## src/rtl/miyajiro_uart_pkg.sv

```systemverilog
// Shared definitions for the MIYAJIRO UART transmit path: FSM state
// encoding, frame geometry and a small shift helper.
package miyajiro_uart_pkg;

  // Transmit FSM states; the encoding is fixed so other tooling in the
  // codebase can decode the state from a debug tap.
  typedef enum logic [1:0] {
    IDLE  = 2'd0,
    START = 2'd1,
    DATA  = 2'd2,
    STOP  = 2'd3
  } tx_state_t;

  // Frame geometry: 8 data bits, no parity, one stop bit.
  localparam int UART_DATA_W    = 8;
  localparam int UART_STOP_BITS = 1;

  // Index of the last data bit and last stop bit, for the bit counter.
  localparam logic [2:0] LAST_DATA_BIT = 3'(UART_DATA_W - 1);
  localparam logic [2:0] LAST_STOP_BIT = 3'(UART_STOP_BITS - 1);

  // Advance the LSB-first shift register by one bit.
  function automatic logic [UART_DATA_W-1:0] shift_lsb_first(
    input logic [UART_DATA_W-1:0] value
  );
    return {1'b0, value[UART_DATA_W-1:1]};
  endfunction

endpackage

```

## src/rtl/miyajiro_sync_fifo.sv

```systemverilog
// Byte-wide synchronous FIFO for the UART transmit queue.
// Depth is 2**AW. Pointers are AW bits and wrap naturally; the occupancy
// counter is one bit wider so it can tell "full" apart from "empty".
// Reset is asynchronous and active-high on the port named reset_n.
// Push while full and pop while empty are ignored here, so the caller
// may present either strobe unconditionally.
module miyajiro_sync_fifo
  import miyajiro_uart_pkg::*;
#(
  parameter int AW = 4
) (
  input  logic                   clk,
  input  logic                   reset_n,
  input  logic                   push,
  input  logic                   pop,
  input  logic [UART_DATA_W-1:0] din,
  output logic [UART_DATA_W-1:0] dout,
  output logic [AW:0]            count,
  output logic                   full,
  output logic                   empty
);

  localparam int DEPTH = 1 << AW;
  localparam logic [AW:0] DEPTH_CNT = (AW + 1)'(DEPTH);

  logic [UART_DATA_W-1:0] mem [DEPTH];
  logic [AW-1:0]          wptr_reg;
  logic [AW-1:0]          rptr_reg;
  logic [AW:0]            count_reg;
  logic                   push_ok;
  logic                   pop_ok;

  // Full/empty come straight from the current occupancy, so a push in the
  // same cycle as a pop from a full queue is still refused.
  assign full    = (count_reg == DEPTH_CNT);
  assign empty   = (count_reg == '0);
  assign push_ok = push & ~full;
  assign pop_ok  = pop & ~empty;
  assign count   = count_reg;

  // The head byte is visible without latency so the transmitter can load
  // it into its shift register on the very edge it pops.
  assign dout = mem[rptr_reg];

  // Storage write; contents need no reset because the pointers define
  // which entries are live.
  always_ff @(posedge clk) begin
    if (push_ok) begin
      mem[wptr_reg] <= din;
    end
  end

  // Pointer and occupancy bookkeeping.
  always_ff @(posedge clk or posedge reset_n) begin
    if (reset_n) begin
      wptr_reg  <= '0;
      rptr_reg  <= '0;
      count_reg <= '0;
    end else begin
      if (push_ok) begin
        wptr_reg <= wptr_reg + 1'b1;
      end
      if (pop_ok) begin
        rptr_reg <= rptr_reg + 1'b1;
      end
      case ({push_ok, pop_ok})
        2'b10:   count_reg <= count_reg + 1'b1;
        2'b01:   count_reg <= count_reg - 1'b1;
        default: count_reg <= count_reg;
      endcase
    end
  end

endmodule

```

## src/rtl/miyajiro_uart_tx.sv

```systemverilog
// Memory-mapped UART transmitter for MIYAJIRO_CPU.
// CPU stores land in a small FIFO; an FSM drains it as 8N1 frames on txd.
// A new frame begins one cycle after a byte is accepted into an empty
// queue, and queued bytes follow with no idle gap between frames.
// Reset is asynchronous and active-high on the port named reset_n; it
// forces txd high at once and discards both the frame and the queue.
module miyajiro_uart_tx
  import miyajiro_uart_pkg::*;
#(
  parameter int CLK_PER_BIT = 868,
  parameter int FIFO_AW     = 4
) (
  input  logic                   clk,
  input  logic                   reset_n,
  input  logic                   wr_en,
  input  logic [UART_DATA_W-1:0] wr_data,
  output logic                   full,
  output logic [FIFO_AW:0]       fifo_count,
  output logic                   busy,
  output logic                   overflow,
  output logic                   txd
);

  // CLK_PER_BIT >= 2, so the counter is always at least one bit wide.
  localparam int CNT_W = $clog2(CLK_PER_BIT);
  localparam logic [CNT_W-1:0] BAUD_LAST = CNT_W'(CLK_PER_BIT - 1);

  tx_state_t              state_reg;
  logic [CNT_W-1:0]       baud_cnt_reg;
  logic [2:0]             bit_idx_reg;
  logic [UART_DATA_W-1:0] shift_reg;
  logic                   txd_reg;
  logic                   overflow_reg;

  logic [UART_DATA_W-1:0] fifo_dout;
  logic [FIFO_AW:0]       fifo_cnt;
  logic                   fifo_full;
  logic                   fifo_empty;
  logic                   fifo_pop;
  logic                   bit_end;
  logic                   stop_done;

  // Byte queue between the CPU store path and the serialiser.
  miyajiro_sync_fifo #(
    .AW (FIFO_AW)
  ) u_fifo (
    .clk     (clk),
    .reset_n (reset_n),
    .push    (wr_en),
    .pop     (fifo_pop),
    .din     (wr_data),
    .dout    (fifo_dout),
    .count   (fifo_cnt),
    .full    (fifo_full),
    .empty   (fifo_empty)
  );

  // A bit period ends on the last count of the baud counter; the frame
  // ends when the last stop bit's period ends.
  assign bit_end   = (baud_cnt_reg == BAUD_LAST);
  assign stop_done = (state_reg == STOP) && bit_end &&
                     (bit_idx_reg == LAST_STOP_BIT);

  // Pop whenever the FSM is ready for a new byte and one is waiting: from
  // IDLE, or at the end of a stop bit so the next start bit is contiguous.
  assign fifo_pop = ~fifo_empty && ((state_reg == IDLE) || stop_done);

  assign full       = fifo_full;
  assign fifo_count = fifo_cnt;
  assign busy       = (state_reg != IDLE) || ~fifo_empty;
  assign overflow   = overflow_reg;
  assign txd        = txd_reg;

  // Frame sequencer: baud timing, bit counting, shifting and the
  // registered line level all advance together.
  always_ff @(posedge clk or posedge reset_n) begin
    if (reset_n) begin
      state_reg    <= IDLE;
      baud_cnt_reg <= '0;
      bit_idx_reg  <= '0;
      shift_reg    <= '0;
      txd_reg      <= 1'b1;
    end else begin
      case (state_reg)
        IDLE: begin
          txd_reg      <= 1'b1;
          baud_cnt_reg <= '0;
          bit_idx_reg  <= '0;
          if (!fifo_empty) begin
            shift_reg <= fifo_dout;
            txd_reg   <= 1'b0;
            state_reg <= START;
          end
        end

        START: begin
          if (bit_end) begin
            baud_cnt_reg <= '0;
            bit_idx_reg  <= '0;
            txd_reg      <= shift_reg[0];
            state_reg    <= DATA;
          end else begin
            baud_cnt_reg <= baud_cnt_reg + 1'b1;
          end
        end

        DATA: begin
          if (bit_end) begin
            baud_cnt_reg <= '0;
            if (bit_idx_reg == LAST_DATA_BIT) begin
              bit_idx_reg <= '0;
              txd_reg     <= 1'b1;
              state_reg   <= STOP;
            end else begin
              // Next bit on the line is what will be at shift[0] after
              // this shift, i.e. the current shift[1].
              shift_reg   <= shift_lsb_first(shift_reg);
              txd_reg     <= shift_reg[1];
              bit_idx_reg <= bit_idx_reg + 1'b1;
            end
          end else begin
            baud_cnt_reg <= baud_cnt_reg + 1'b1;
          end
        end

        STOP: begin
          if (bit_end) begin
            baud_cnt_reg <= '0;
            if (bit_idx_reg == LAST_STOP_BIT) begin
              bit_idx_reg <= '0;
              if (!fifo_empty) begin
                shift_reg <= fifo_dout;
                txd_reg   <= 1'b0;
                state_reg <= START;
              end else begin
                txd_reg   <= 1'b1;
                state_reg <= IDLE;
              end
            end else begin
              bit_idx_reg <= bit_idx_reg + 1'b1;
            end
          end else begin
            baud_cnt_reg <= baud_cnt_reg + 1'b1;
          end
        end

        default: begin
          state_reg <= IDLE;
          txd_reg   <= 1'b1;
        end
      endcase
    end
  end

  // Sticky overflow: any store attempted against a full queue is recorded
  // until the next reset.
  always_ff @(posedge clk or posedge reset_n) begin
    if (reset_n) begin
      overflow_reg <= 1'b0;
    end else if (wr_en && fifo_full) begin
      overflow_reg <= 1'b1;
    end
  end

endmodule

```

## config.mk

```make
export PLATFORM = sky130hd
export DESIGN_NAME = miyajiro_uart_tx
export DESIGN_NICKNAME = d
export VERILOG_FILES = /design/src/rtl/miyajiro_uart_pkg.sv /design/src/rtl/miyajiro_sync_fifo.sv /design/src/rtl/miyajiro_uart_tx.sv
export SDC_FILE = /design/constraint.sdc
export NUM_CORES = 1
export LEC_CHECK = 0
export BUFFER_PORTS_ARGS = -buffer_cell sky130_fd_sc_hd__buf_2
export CAP_MARGIN = 20
export CELL_PAD_IN_SITES_DETAIL_PLACEMENT = 0
export CELL_PAD_IN_SITES_GLOBAL_PLACEMENT = 1
export CORE_AREA = 2 2 116 118
export DETAILED_ROUTE_END_ITERATION = 16
export DIE_AREA = 0 0 118 120
export PLACE_DENSITY = 0.84
export SLEW_MARGIN = 20
export SYNTH_ARGS = -nofsm -noshare
export SYNTH_HDL_FRONTEND = slang
export SYNTH_HIERARCHICAL = 1
export SYNTH_SLANG_ARGS = --single-unit
```

## constraint.sdc

```tcl
create_clock -name clk -period 6.36 [get_ports clk]
set_input_delay 0.636 -clock clk [delete_from_list [all_inputs] [get_ports clk]]
set_output_delay 0.636 -clock clk [all_outputs]
set_load 0.03 [all_outputs]
```

# Yosys cells after proc, flatten, opt, wreduce, memory -nomap -nowiden
# Memory sizes are Yosys's and may differ from the RTL's.
# Cells that the tools add are included.
# totals
reg_bits	38
latch_bits	0
ramBits	128
input_bits	11
n_memories	1
elab_cells	84
romBits	0
output_inout_bits	9
# mem_list
name	words	width	rd	rd_clocked_by_memory_dff	write_ports	line	text
u_fifo.mem	16	8	1	0	1	miyajiro_sync_fifo.sv:26	logic [UART_DATA_W-1:0] mem [DEPTH];
# classes
n_shift	0
bitwise	4
order_cmp	0
reduce_logical	17
n_eq_ne	15
mux	32
add_sub_neg	6
div	0
multipliers	0
# ops
operator	n
$mux W8	5
$pmux W8 S3	1
$pmux W10 S2	1
$mux W3	5
$mux W2	6
$ne A2 B2 Y1 const B	6
$pmux W3 S4	1
$add A10 B1 Y10 const B	1
$eq A10 B10 Y1 const B	1
$mux W10	1
$pmux W5 S2	1
$mux W1	9
$add A4 B1 Y4 const B	2
$pmux W2 S4	1
$eq A2 B2 Y1 const B	3
$reduce_and A6 Y1	1
$add A5 B1 Y5 const B	1
$eq A5 B5 Y1 const B	1
$logic_not A5 Y1	1
$reduce_and A5 Y1	1
$sub A5 B1 Y5 const B	1
$eq A2 B1 Y1 const B	2
$logic_and A1 B1 Y1	4
$pmux W1 S4	1
13 further kinds	17

# Depth between registers and ports, before layout
# logic_depth
depth_word	8
depth_mapped	16

# By module
# The synthesis kept the hierarchy.
# by_module_without_submodules
mod	cells_per_inst	n_inst	area_per_inst_um2	seq_area_each_um2
miyajiro_sync_fifo	333	1	5796.8	4169.0
miyajiro_uart_tx	129	1	1430.1	626.9

# Least setup slack after synthesis
# Ideal clock, no wire load.
# synth_path
path_kind	register to register
from	register baud_cnt_reg[0]
to	register u_fifo.count_reg[4], in the netlist u_fifo/count[4]
required_time_ps	6226
synth_period_minus_slack_ps	3078
arrival_ps	2944
path_buffers	1
path_stages_with_launch	16
setup_slack_ps	3282
cell_sequence	dfrtp_1 ha_1 nand4b_1 nor3_4 a31oi_1 nor2_1 nor2b_1 buf_6 ha_1 inv_1 fa_1 nor2b_1 o21ai_0 nand3_1 or3b_1 xnor2_1
# synth_via
elab_chain_cells	8
word_cells_on_any_way	10
cone_classes	3 x eq/ne; 1 x mux; 1 x bitwise; 5 x reduce/logical
# synth_rtl
element	line	text
from (decl)	miyajiro_uart_tx.sv:29	logic [CNT_W-1:0] baud_cnt_reg;
from (signal assigned)	miyajiro_uart_tx.sv:103	baud_cnt_reg <= baud_cnt_reg + 1'b1;
from (signal assigned)	miyajiro_uart_tx.sv:122	baud_cnt_reg <= baud_cnt_reg + 1'b1;
from (signal assigned)	miyajiro_uart_tx.sv:143	baud_cnt_reg <= baud_cnt_reg + 1'b1;
$eq A10 B10 Y1 (*)	miyajiro_uart_tx.sv:60	assign bit_end = (baud_cnt_reg == BAUD_LAST);
$logic_and A1 B1 Y1 (*) (2 in series)	miyajiro_uart_tx.sv:61	assign stop_done = (state_reg == STOP) && bit_end &&
$logic_or A1 B1 Y1 (*)	miyajiro_uart_tx.sv:66	assign fifo_pop = ~fifo_empty && ((state_reg == IDLE) || stop_done);
$logic_and A1 B1 Y1 (*)	miyajiro_uart_tx.sv:66	
net fifo_pop	miyajiro_uart_tx.sv:39	logic fifo_pop;
$and A1 B1 Y1 (*)	miyajiro_sync_fifo.sv:38	assign pop_ok = pop & ~empty;
net u_fifo.pop_ok	miyajiro_sync_fifo.sv:31	logic pop_ok;
$eq A2 B1 Y1 / $eq A2 B2 Y1 (equally long branches)	miyajiro_sync_fifo.sv:66	case ({push_ok, pop_ok})
$pmux W5 S2 / $reduce_bool A2 Y1 (equally long branches)	n/a	
to (signal assigned)	miyajiro_sync_fifo.sv:67	2'b10: count_reg <= count_reg + 1'b1;
to (signal assigned)	miyajiro_sync_fifo.sv:68	2'b01: count_reg <= count_reg - 1'b1;
to (signal assigned)	miyajiro_sync_fifo.sv:69	default: count_reg <= count_reg;
to (decl)	miyajiro_sync_fifo.sv:29	logic [AW:0] count_reg;
# The timed path passes the listed nets; every way through them passes the cells marked *.
# A chain may end at the register's enable or synchronous reset.

# Worst setup path in the final report
# layout_path
from	register baud_cnt_reg[0]
to	register u_fifo.count_reg[4], in the netlist u_fifo/count[4]
# layout_via
elab_chain_cells	8
word_cells_on_any_way	10
cone_classes	3 x eq/ne; 1 x mux; 1 x bitwise; 5 x reduce/logical
# layout_rtl
element	line
$eq A10 B10 Y1 (*)	miyajiro_uart_tx.sv:60
$logic_and A1 B1 Y1 (*) (2 in series)	miyajiro_uart_tx.sv:61
$logic_or A1 B1 Y1 (*)	miyajiro_uart_tx.sv:66
$logic_and A1 B1 Y1 (*)	miyajiro_uart_tx.sv:66
net fifo_pop	miyajiro_uart_tx.sv:39
$and A1 B1 Y1 (*)	miyajiro_sync_fifo.sv:38
$eq A2 B1 Y1 / $eq A2 B2 Y1 (equally long branches)	miyajiro_sync_fifo.sv:66
$pmux W5 S2 / $reduce_bool A2 Y1 (equally long branches)	n/a
# Marks and branches as above.

==> results by group <==
Place
  – Routability cong.: 0.791
  – Hpwl dp: 8.36 mm
  – Port Buffers: 19

Global route
  – Pin count of the biggest net entering global routing: 52
  – GRT Residual Overflow: 0
  – First-pass GRT wire length: 20.7 mm
  – GRT Resource Usage Total: 19.6%
  – Vias in the first global route: 3845
  – Number of antenna violations at the first check in global routing: 0

Clocking
  – H-tree depth: 4
  – CTS buffer count: 17
  – Root buf cell: clkbuf_16
  – Post-CTS Resized: 0
  – CTS Buffer Depth: 2
  – Clock tree from TritonCTS: built
  – # hold bufs at CTS: 0
  – Worst skew pair latency: 0.42 ns
  – Clk sinks: 166
  – Clock transition at path regs: 0.06 ns
  – Post-CTS setup repair buffer count: 0

Power and ir drop
  – PD cells: 328 nW/µm²
  – Switching power total: 662 µW
  – Comb pwr share: 11.8%
  – Seq pwr share: 51.3%
  – Power Total: 2620 µW
  – Clock power share: 36.9%
  – P_leak: 0.00304 µW
  – Sw Ratio: 25.2%
  – Pint: 1960 µW
  – Peak supply drop: 269 µV

Drt
  – Post-DRT Antenna Nets: 0
  – Router iterations before antenna repair: 4
  – WL/cell: 19.1 µm
  – DR DRC count: 0
  – Routed via count: 3874
  – Final wirelength: 12.9 mm
  – Vias per inst: 5.75
  – Detailed router's first-iteration violation count: 185

Die
  – Core Region: 13000 µm²
  – Initial Utilization: 55.7%
  – DIE WIDTH: 118 µm
  – Die footprint: 14200 µm²
  – I/O pin count: 20
  – Die H: 120 µm
  – FP Rows: 42

Synth
  – Post-synth EDFFs: 128
  – Syn Std Cell Area: 7230 µm²
  – Post-Synth Adder-Cell Area: 3.57%
  – Post-Synth XOR/XNOR Area: 2.18%
  – Mux cell area share after synthesis: 12.6%
  – Sequential area share after synthesis: 66.4%
  – Post-Syn Nets: 493
  – Post-Syn Area per Cell: 15.6 µm²
  – Synth Area in Simple Gates: 6.04%
  – Most used DFF post-synth: edfxtp_1
  – Synth warn: 6
  – Post-synthesis cell type count: 52
  – Compound-Gate Fraction of Synth Area: 6.18%
  – Yosys reg bits: 166
  – Fraction of registers with async set/reset: 22.9%
  – Largest family of logic cells by synthesized area: multiplexers
  – Syn Inst Count: 462

STA
  – Hold Vio Cnt, Final: 0
  – Fin crit share: 60.4%
  – Fmax achieved: 0.260 GHz
  – Minimum hold slack: 0.241 ns
  – Clock Skews: 0.00683 ns
  – Max Transition Viols Final: 0
  – Max-Slew Margin vs Limit: 30.8%
  – Worst Max-Slew Pin Slew: 1.03 ns
  – RSZ-0062 raised after global routing: false
  – Minimum clock period: 3.84 ns
  – Final setup vio count: 0
  – Post-route setup TNS: 0 ns

Worst setup path
  – Critical Path Slowest Stage Cell: nor3_4
  – Critical setup path kind: reg2reg
  – Cell Chain, Critical Path: ha_1, nand4b_1, nor3_4, a31oi_1, nor2_1, nor2b_1, ha_1, inv_1, fa_1, nor2b_1, o21ai_0, nand3_1, or3b_1, xnor2_1
  – R2R Path Start: baud_cnt_reg[0]
  – Worst Path Buf+Inv: 1
  – Largest stage delay, worst path: 0.53 ns
  – CP max FO: 12
  – CP top delay family: simple AND/OR/NAND/NOR gates
  – CP arrival: 4.15 ns
  – Worst setup EP type: flop
  – Critical Path Start: baud_cnt_reg[0]
  – Startpoint Class: flop
  – Required time of the critical path: 6.66 ns

Layout
  – Layout cells sized above 1: 21.5%
  – Commonest non-fill, non-tap cell in the layout: edfxtp_1
  – Largest register FFs: 128
  – Synthesis-to-finish area growth: 10.8%
  – Final Core Density: 61.7%
  – # diodes: 0
  – Commonest cells after routing, fill and taps aside: 128 x edfxtp_1, 36 x dfrtp_1, 25 x mux2i_1, 24 x mux2_2, 24 x nand2_1
  – Final layout net count: 517

Hold path
  – Worst Hold Class: in2async

Flow run
  – Max Cap Viol: 0

Outcome
  – Outcome: completed
==> final timing paths <==
kind | endpoint | slack, ns | cells after the start
worst max-delay path | u_fifo/count[4] | 2.52 | 14
worst min-delay path | u_fifo/count[0] | 0.24 | 2
worst max register to register | u_fifo/count[4] | 2.52 | 14
worst min register to register | overflow | 0.47 | 1
max in group asynchronous | bit_idx_reg[2] | 5.62 | 2
min in group clk | overflow | 0.45 | 2
==> metrics by stage <==
step / instances / instance area [µm²] / worst slack (ns)
finish: 674 / 8010 / 2.52
global route: 674 / 8010 / 2.23
CTS: 674 / 8010 / 2.51
detailed placement: 643 / 7450 / 2.55
global placement: 643 / 7450 / 2.66
floorplan: 462 / 7230 / 3.28
==> Yosys cell counts, types with 13 or more instances <==
library cell	count	area, µm²
nand2_1	24	90.1
ha_1	19	238
o21ai_0	22	110
mux2_2	24	270
mux2i_1	25	250
mux4_2	16	360
xnor2_1	13	114
nor2_1	21	78.8
edfxtp_1	128	3840
dfrtp_1	37	926
inv_1	19	71.3
==> cell type report <==
class,count,area (µm²)
fillers,951,4970
flip-flops and latches,166,4800
multi-input cells,256,2210
clock buffers,17,425
well taps,176,220
repair buffers,26,148
clock inverters,14,135
inverters,19,71.3
==> kinds of logic after synthesis <==
logic type	after synthesis
multiplexers	67
buffers and inverters	40
AO/OA/AOI/OAI	65
flip-flops	166
AND/OR/NAND/NOR	86
adder cells (fa/ha/maj)	20
XOR/XNOR	18
==> metal layers <==
layer / track usage, % / part of all wire, % / vias to the layer above
met5: 0 / 0 / -
met4: 8.13 / 1.9 / 0
met3: 5.32 / 4.6 / 20
met2: 31.3 / 50 / 84
met1: 25.5 / 44 / 1972
li1: - / - / 1798
==> power groups by stage <==
stage	clock network, µW	registers (µW)	logic (µW)
2_1_floorplan	0	1380	191
3_3_place_gp	0	1360	300
3_5_place_dp	0	1370	310
4_1_cts	983	1350	312
5_1_grt	1030	1360	337
6_report	968	1350	309
==> worst reg2reg max path: stages (launching register included) <==
cell	delay, ns
dfrtp_1	0.38
ha_1	0.25
nand4b_1	0.25
nor3_4	0.53
a31oi_1	0.17
nor2_1	0.12
nor2b_1	0.39
ha_1	0.32
inv_1	0.10
fa_1	0.40
nor2b_1	0.12
o21ai_0	0.12
nand3_1	0.10
or3b_1	0.36
xnor2_1	0.13
No activity file was read; power rests on OpenSTA's default activity.
